File: src/rtl/i2c_stat_irq_pkg.sv
// Shared definitions for the I2C status/interrupt block: status field offsets,
// event bit indices and the bench sampling delay.
package i2c_stat_irq_pkg;

  localparam int NEVT_DEF = 3;

  localparam int EVT_LSB  = 0;
  localparam int OVR_LSB  = NEVT_DEF;
  localparam int LIVE_LSB = 2 * NEVT_DEF;

  // Event indices inside the evt/ovr/ien fields.
  localparam int EVT_TD = 0;
  localparam int EVT_NA = 1;
  localparam int EVT_AF = 2;

  // Sampling delay after the active clock edge.
  localparam int TQ = 1;

  function automatic int ovr_lsb(input int nevt);
    return nevt;
  endfunction

  function automatic int live_lsb(input int nevt);
    return 2 * nevt;
  endfunction

endpackage

File: src/rtl/i2c_sticky_bit.sv
// One sticky event slice: event flag, overrun flag and the previous-input
// register used for rising-edge detection.
module i2c_sticky_bit #(
  parameter bit EDGE = 1'b0
) (
  input  logic clk,
  input  logic rst_an,
  input  logic set_req,
  input  logic clr_req,
  input  logic ovr_clr,
  output logic evt,
  output logic ovr,
  output logic evt_nxt
);

  logic prev;
  logic set_eff;
  logic ovr_nxt;

  // A set always beats a clear; overrun needs a set landing on a still-pending event.
  always_comb begin
    set_eff = EDGE ? (set_req & ~prev) : set_req;
    evt_nxt = set_eff | (evt & ~clr_req);
    ovr_nxt = (set_eff & evt & ~clr_req) | (ovr & ~ovr_clr);
  end

  always_ff @(posedge clk) begin
    if (!rst_an) begin
      prev <= 1'b0;
      evt  <= 1'b0;
      ovr  <= 1'b0;
    end else begin
      prev <= set_req;
      evt  <= evt_nxt;
      ovr  <= ovr_nxt;
    end
  end

endmodule

File: src/rtl/i2c_stat_irq.sv
// I2C status and interrupt block: sticky event/overrun bits, interrupt-enable
// register, registered irq and the {live, ovr, evt} status word.
module i2c_stat_irq
  import i2c_stat_irq_pkg::*;
#(
  parameter int              NEVT      = 3,
  parameter int              NLIVE     = 7,
  parameter logic [NEVT-1:0] EDGE_MASK = '0,
  localparam int             LW        = (NLIVE > 0) ? NLIVE : 1
) (
  input  logic                    clk,
  input  logic                    rst_an,
  input  logic                    wr_sts,
  input  logic                    wr_ien,
  input  logic [2*NEVT-1:0]       di,
  input  logic [NEVT-1:0]         set_evt,
  input  logic [NEVT-1:0]         clr_evt,
  input  logic [LW-1:0]           live,
  output logic [2*NEVT+NLIVE-1:0] status,
  output logic [NEVT-1:0]         ien,
  output logic                    irq
);

  localparam int OVR_OFS  = ovr_lsb(NEVT);
  localparam int LIVE_OFS = live_lsb(NEVT);

  logic [NEVT-1:0] evt;
  logic [NEVT-1:0] ovr;
  logic [NEVT-1:0] evt_nxt;
  logic [NEVT-1:0] ien_nxt;

  for (genvar i = 0; i < NEVT; i++) begin : g_bit
    i2c_sticky_bit #(
      .EDGE(EDGE_MASK[i])
    ) u_bit (
      .clk    (clk),
      .rst_an (rst_an),
      .set_req(set_evt[i]),
      .clr_req((wr_sts & di[i]) | clr_evt[i]),
      .ovr_clr(wr_sts & di[NEVT+i]),
      .evt    (evt[i]),
      .ovr    (ovr[i]),
      .evt_nxt(evt_nxt[i])
    );
  end

  always_comb begin
    ien_nxt = wr_ien ? di[NEVT-1:0] : ien;
  end

  // irq is built from the next-state values so it rises together with evt/ien.
  always_ff @(posedge clk) begin
    if (!rst_an) begin
      ien <= '0;
      irq <= 1'b0;
    end else begin
      ien <= ien_nxt;
      irq <= |(evt_nxt & ien_nxt);
    end
  end

  assign status[EVT_LSB +: NEVT] = evt;
  assign status[OVR_OFS +: NEVT] = ovr;

  if (NLIVE > 0) begin : g_live
    assign status[LIVE_OFS +: LW] = live;
  end

endmodule
File: config.mk
export PLATFORM = sky130hd
export DESIGN_NAME = i2c_stat_irq
export DESIGN_NICKNAME = d
export VERILOG_FILES = /design/src/rtl/i2c_stat_irq_pkg.sv /design/src/rtl/i2c_sticky_bit.sv /design/src/rtl/i2c_stat_irq.sv
export SDC_FILE = /design/constraint.sdc
export NUM_CORES = 1
export LEC_CHECK = 0
export CORE_MARGIN = 2
export CORE_UTILIZATION = 33
export CTS_CLUSTER_DIAMETER = 200
export DETAILED_ROUTE_END_ITERATION = 16
export PLACE_DENSITY_LB_ADDON = 0.15
export SYNTH_ARGS = -nofsm -noshare
export SYNTH_HDL_FRONTEND = slang
export SYNTH_SLANG_ARGS = --single-unit
File: constraint.sdc
create_clock -name clk -period 1.3 [get_ports clk]
set_input_delay 0.13 -clock clk [delete_from_list [all_inputs] [get_ports clk]]
set_output_delay 0.13 -clock clk [all_outputs]
set_load 0.01 [all_outputs]
==> metrics.md, run 1 <==
| Metric | Value |
|---|---|
| Outcome | complete, no violations |
| Post-DP Area | 674.4 sq um |
| Starting Density | 36.70% |
| Hold Path End | status[7] |
| CTS H-tree lvls | 1 |
| Min-delay src | live[1] |
| Detailed placement HPWL | 743.9 microns |
| Peak VDD IR | 516.7 uV |
| Crit path from | g_bit[0].u_bit.ovr |
| Chip Width | 42.75 microns |
| DRT Pass-1 Iters | 4 |
| Largest cells by area after synthesis | dfxtp_1, buf_4, a211oi_2 |
| Leak Pwr | 0.3654 nW |
| Chip height | 42.75 microns |
| Area Growth Syn to Fin | 46.46% |
| Worst skew pair latency | 260 ps |
| GRT Resource Usage Total | 12.86% |
| Ys flop type | dfxtp_1 |
| Critical Path Start Type | register |
| Synth Area in XOR/XNOR | 0% |
| CTS Buf Count | 3 |
| Hold_ws | 260.0 ps |
| Worst hold-check path type | input pin to output pin |
| Synth warn | 0 |
| Antenna viol nets, final | 0 |
| Via count | 390 |
| WL final | 1010 microns |
| Register area share after synthesis | 40.40% |
| Port bufs | 25 |
| Share of cells above drive strength 1 | 14.71% |
| Setup Skew | 0.9614 ps |
| Cell Chain, Critical Path | clkdlybuf4s50_1 |
| FF-to-FF End | g_bit[1].u_bit.ovr |
| Mux cell area share after synthesis | 6.061% |
| Worst-path clk slew | 70 ps |
| Vias in the first global route | 401 |
| CTS Sinks | 10 |
| Slew @ Worst Pin | 339.8 ps |
| Reg2reg start | g_bit[1].u_bit.evt |
| CTS root buffer | clkbuf_4 |
| Filler cells | 125 |
| Post-route insts no fill | 83 |
| Overall power | 755.3 uW |
| Core box area | 1350 sq um |
| Reg2reg setup slack | 370 ps |
| Fmax | 0.7889 GHz |
| Num ports | 40 |
| CTS tree | done |
| Crit-path max FO | 2 |
| Crit Path Category | register to output pin |
| Synth cell types | 13 |
| Top-area cell type share of the netlist area | 40.40% |
| Compound-cell area share of the yosys netlist | 19.70% |
| Yosys reg bits | 10 |
| Die area | 1828 sq um |
| Area leader, netlist | dfxtp_1 |
| Post-synth EDFFs | 0 |
| # diodes | 0 |
| Placed insts | 79 |
| Arrival @ worst endpoint | 1140 ps |
| RSZ-0062 raised after global routing | no |
| Initial antenna violation count | 0 |
| Post-CTS setup buffers | 0 |
| Synthesized area | 495.5 sq um |
| Synth Area per Inst | 9.715 sq um |
| Post-synthesis net count | 74 |
| First-pass GRT wire length | 1704 microns |
| Post-Synth Simple-Gate Area | 11.87% |
| Slew HR | 77.27% |
| Synth Instances | 51 |
| CP Capture Type | output pin |
| Top Family by Delay on Critical Path | buffers and inverters |
| Drt via density | 4.699 |
| Max Cap Viol | 0 |
| Fin. Hold Viols | 0 |
| Required time of the critical path | 1170 ps |
| Wirelength per Cell | 12.17 microns |
| Layout net count | 92 |
| CTS Buffer Depth | 2 |
| Main combinational cell family by area after synthesis | buffers and inverters |
| Min Tclk post-route | 1268 ps |
| Row cnt | 13 |
| Synth async-reset ratio | 0% |
| Final Setup Violations | 0 |
| Adder-cell share of the synthesized area | 0% |
| Post-route cell area | 725.7 sq um |
| Worst Path Buf+Inv | 1 |
| Slew Limit Fails | 0 |
| Pin count of the biggest net entering global routing | 9 |
| Iter 0 DRT Violations | 4 |
| GP Congestion | 0.6473 |
| CP max-delay cell | clkdlybuf4s50_1 |
| Period Utilization, post-route | 97.50% |
| Pwr/cell area | 1041 nW/um^2 |
| Remaining DRCs | 0 |
| Critical path's largest stage delay | 540 ps |
| Hold Path Stages | 0 |
| Worst-case reg-to-reg path depth | 4 |
| Remaining Overflow, GRT | 0 |
-- cells in the final DEF (no fill, tap or decap), drive strengths merged --
cell type       n
clkdlybuf4s50  19
dfxtp          10
dlymetal6s2s    6
nor2b           6
clkbuf          4
inv             3
a211oi          3
o21a            3
nand2           3
a22oi           3
mux2i           3
o21ai           3
nand3           1
buf             1
-- state kept, by name, indices dropped and copies added (netlist names) --
register         flops
g_bit.u_bit.evt      3
g_bit.u_bit.ovr      3
ien                  3
irq                  1
-- cell families (layout without fill, tap and decap cells) --
family / after synthesis / in the layout
mux: 3 / 3
flops: 10 / 10
simple gates: 10 / 10
buf+inv: 16 / 33
compound gates: 12 / 12
-- synthesized netlist by cell type (2+ instances only) --
cell / number
o21ai_0: 2
buf_4: 13
nor2b_1: 4
dfxtp_1: 10
mux2i_1: 3
o21a_1: 3
inv_1: 3
nand2_1: 3
a211oi_2: 3
a22oi_1: 3
nor2b_2: 2
-- layout make-up --
cell class | instances | area [sq um] | area share [%]
clock buffer | 4 | 36.28 | 5.000
inverter | 3 | 11.26 | 1.552
multi-input combinational | 25 | 186.4 | 25.69
sequential | 10 | 200.2 | 27.59
tap | 15 | 18.77 | 2.586
timing repair buffer | 26 | 272.8 | 37.59
-- metrics by stage --
stage,worst slack [ps],util [%],setup TNS [ps]
after floorplan,458.3,-,0
after global placement,-61.84,49.95,-93.86
after detailed placement,-70.47,49.95,-192.7
after CTS,9.407,52.64,0
after global routing,9.229,53.75,0
final,32.45,53.75,0
-- worst max path at each step --
| stage | slack, ps | to | cells after the start |
|---|---|---|---|
| floorplan | 460 | g_bit[1].u_bit.ovr | 4 |
| global placement | -60 | g_bit[1].u_bit.ovr | 4 |
| detailed placement | -70 | g_bit[1].u_bit.ovr | 4 |
| CTS | 9 | status[5] | 1 |
| global route | 9 | status[3] | 1 |
| finish | 30 | status[3] | 1 |
-- routing by layer --
layer	vias up	part of all wire, %	track usage (%)	routed length [microns]
li1	196	-	-	-
met2	22	41	19.09	418
met1	166	45	15.21	453
met3	6	12	3.830	120
met4	0	1.8	10.00	18
met5	-	0	0	0
-- power breakdown --
group | internal [mW] | total [mW] | switching (mW)
combinational | 0.0887 | 0.139 | 0.0504
sequential | 0.324 | 0.331 | 0.00685
clock | 0.170 | 0.286 | 0.116
total | 0.582 | 0.755 | 0.173
-- worst reg2reg max path, cell delays in order, from the launching register on --
cell and delay, ps:
dfxtp_1 330, inv_1 50, a211oi_2 250, a22oi_1 130
nor2b_1 120
-- timing repair --
item,CTS,global route
gates resized for setup,0,6
hold buffers,0,0
setup endpoints to repair,0,6
Power figures use the tool's default switching activity.
==> run 2, diff against run 1 <==
--- a/config.mk
+++ b/config.mk
@@ -5,10 +5,12 @@
 export SDC_FILE = /design/constraint.sdc
 export NUM_CORES = 1
 export LEC_CHECK = 0
-export CORE_MARGIN = 2
-export CORE_UTILIZATION = 33
+export ABC_AREA = 1
+export CORE_AREA = 2 2 39 41
 export CTS_CLUSTER_DIAMETER = 200
 export DETAILED_ROUTE_END_ITERATION = 16
+export DIE_AREA = 0 0 41 43
+export DONT_BUFFER_PORTS = 1
 export PLACE_DENSITY_LB_ADDON = 0.15
 export SYNTH_ARGS = -nofsm -noshare
 export SYNTH_HDL_FRONTEND = slang
==> run 2 against run 1 <==
Net effect:
- via count is 6.2% lower
- sequential power increased by 5%
- utilization down 21 points
- critical path depth is 1 lower
- cell count shrank 11%
- combinational power fell by 65%
- register-to-register slack better by 140 ps
- sequential share of layout area up 16 points
- clock-buffer cell count down 1
- worst hold slack worse by 240 ps
- synthesized cell count up 33%
- critical path type unchanged
==> metrics.md, run 2 <==
| Metric | Value |
|---|---|
| Outcome | complete, no violations |
| Largest cells by area after synthesis | dfxtp_1, buf_4, nand2_1 |
| Critical Path Start Type | register |
| Dpl ws | 517.2 ps (+587.7 ps) |
| Drt via density | 4.946 (+5.3%) |
| Main combinational cell family by area after synthesis | simple AND/OR/NAND/NOR gates |
| Filler cells | 151 (+21%) |
| Synth async-reset ratio | 0% (unchanged) |
| CTS tree | done |
| Num ports | 40 (unchanged) |
| Post-Synth Simple-Gate Area | 27.32% (+15 points) |
| Register area share after synthesis | 39.02% (-1.4 points) |
| Min Tclk post-route | 807.6 ps (-460.0 ps) |
| CP Capture Type | output pin |
| Post-synthesis net count | 91 (+23%) |
| RSZ-0062 raised after global routing | no |
| Final Setup Violations | 0 (unchanged) |
| Port bufs | 0 (-100%) |
| Synth cell count leaders | nand2_1, buf_4, dfxtp_1, inv_1, a21oi_1 |
| Post-CTS setup buffers | 0 (unchanged) |
| CTS resizes | 0 (unchanged) |
| Yosys reg bits | 10 (unchanged) |
| Via count | 366 (-6.2%) |
| Initial antenna violation count | 0 (unchanged) |
| Die area | 1763 sq um (-3.5%) |
| Arrival @ worst endpoint | 680 ps (-460 ps) |
| Required time of the critical path | 1170 ps (about the same) |
| CTS Buf Count | 3 (unchanged) |
| # hold bufs at CTS | 0 (unchanged) |
| GRT Resource Usage Total | 12.19% (-0.68 points) |
| Mux cell area share after synthesis | 0% (-6.1 points) |
| Worst skew pair latency | 260 ps (about the same) |
| Final Util | 33.09% (-21 points) |
| Antenna viol nets, final | 0 (unchanged) |
| Max Cap Viol | 0 (unchanged) |
| # diodes | 0 (unchanged) |
| Period Utilization, post-route | 62.12% (-35 points) |
| Pwr/cell area | 1310 nW/um^2 (+26%) |
| Crit Path Category | register to output pin |
| Slew Limit Fails | 0 (unchanged) |
| Peak VDD IR | 519.2 uV (+0.49%) |
| Hold_ws | 22.37 ps (-237.6 ps) |
| Post-synth EDFFs | 0 (unchanged) |
| Starting Density | 37.07% (+0.37 points) |
| Crit-path max FO | 3 (+1) |
| Area leader, netlist | dfxtp_1 |
| GP Congestion | 0.7137 (+10%) |
| Commonest non-fill, non-tap cell in the layout | nand2_1 |
| Setup Skew | 3.337 ps (+2.375 ps) |
| Synth cell types | 12 (-1) |
| Adder-cell share of the synthesized area | 0% (unchanged) |
| Placed insts | 71 (-10%) |
| Layout net count | 83 (-9.8%) |
| Chip Width | 41 microns (-4.1%) |
| CTS Buffer Depth | 2 (unchanged) |
| Share of cells above drive strength 1 | 17.24% (+2.5 points) |
| Post-route insts no fill | 74 (-11%) |
| Top-area cell type share of the netlist area | 39.02% (-1.4 points) |
| Wirelength per Cell | 12.89 microns (+5.9%) |
| Synth Area per Inst | 7.544 sq um (-22%) |
| CTS root buffer | clkbuf_4 |
| Slew @ Worst Pin | 206.8 ps (-133.0 ps) |
| Compound-cell area share of the yosys netlist | 8.780% (-11 points) |
| First-pass GRT wire length | 1373 microns (-19%) |
| Most numerous cell in the Yosys netlist | nand2_1 |
| Detailed placement HPWL | 783.8 microns (+5.4%) |
| Chip height | 43 microns (+0.58%) |
| Core box area | 1384 sq um (+2.5%) |
| Fin. Hold Viols | 0 (unchanged) |
| Slack of the critical path | 492.4 ps (+460.0 ps) |
| Remaining DRCs | 0 (unchanged) |
| Synthesized area | 513.0 sq um (+3.5%) |
| WL final | 954 microns (-5.5%) |
| Most frequent cells in the layout | nand2_1, dfxtp_1, inv_1, a21oi_1 |
| Vias in the first global route | 330 (-18%) |
| Pin count of the biggest net entering global routing | 7 (-2) |
| DRT Pass-1 Iters | 4 (unchanged) |
| Ys flop type | dfxtp_1 |
| TNS Setup | 0 ps (unchanged) |
| CTS Sinks | 10 (unchanged) |
| Worst-path clk slew | 60 ps (about the same) |
| Synth warn | 0 (unchanged) |
| Largest regs | g_bit.u_bit.evt x3, g_bit.u_bit.ovr x3, ien x3 |
| Leak Pwr | 0.2037 nW (-44%) |
| Worst hold-check path type | input pin to register |
| Fmax | 1.238 GHz (+57%) |
| Row cnt | 14 (+1) |
| Remaining Overflow, GRT | 0 (unchanged) |
| CTS H-tree lvls | 1 (unchanged) |
| Area Growth Syn to Fin | -10.73% |
| Iter 0 DRT Violations | 5 (+1) |
| Synth Instances | 68 (+33%) |
| Synth Area in XOR/XNOR | 0% (unchanged) |
| Slew HR | 86.20% (+8.9 points) |
-- run 2: changes by cell type after synthesis, moves of 3 or more --
cell	change
a21oi_1	+6
nand3_2	+3
a211oi_2	-3
nand2_1	+12
nand4_1	+3
a22oi_1	-3
nor2b_1	-4
inv_1	+4
o21a_1	-3
mux2i_1	-3
nor2_2	+3
nor2_1	+3
-- run 2: report_power, final --
part	switching, mW	internal, mW
registers	0.0225	0.325
clock network	0.0975	0.107
logic	0.0287	0.0193
total	0.149	0.451
-- run 2: layout make-up --
| class | count | area [sq um] | area share [%] |
|---|---|---|---|
| clock buffers | 3 | 22.52 | 4.918 |
| inverters | 8 | 30.03 | 6.557 |
| multi-input cells | 37 | 185.2 | 40.44 |
| flip-flops and latches | 10 | 200.2 | 43.72 |
| well taps | 16 | 20.02 | 4.372 |
-- run 2: logic make-up (layout without fill, tap and decap cells) --
kind of cell / count (synthesis) / after routing
buffers and inverters: 21 / 11
AO/OA/AOI/OAI: 9 / 9
AND/OR/NAND/NOR: 28 / 28
flip-flops: 10 / 10
-- run 2: path summary, 6_finish.rpt --
| check | slack [ps] | to | from | cells after the start |
|---|---|---|---|---|
| hold reg to reg | 510 | g_bit[2].u_bit.ovr | g_bit[2].u_bit.ovr | 2 |
| setup reg to reg | 510 | irq | ien[1] | 4 |
| setup / recovery | 490 | status[0] | g_bit[0].u_bit.evt | 0 |
| hold / removal | 20 | g_bit[0].u_bit.evt | set_evt[0] | 2 |
-- run 2: routing by layer --
layer / GRT usage [%] / up-vias / wire (microns)
li1: - / 190 / -
met1: 11.36 / 156 / 360
met2: 19.38 / 16 / 474
met3: 4.188 / 4 / 103
met4: 10.67 / 0 / 17
met5: 0 / - / 0
-- run 2: through the flow --
stage / power (mW) / instance area [sq um]
3_5_place_dp: 0.4039 / 435.4
6_report: 0.6000 / 457.9
4_1_cts: 0.6168 / 457.9
3_3_place_gp: 0.4038 / 435.4
5_1_grt: 0.6409 / 457.9
2_1_floorplan: 0.4269 / 513.0
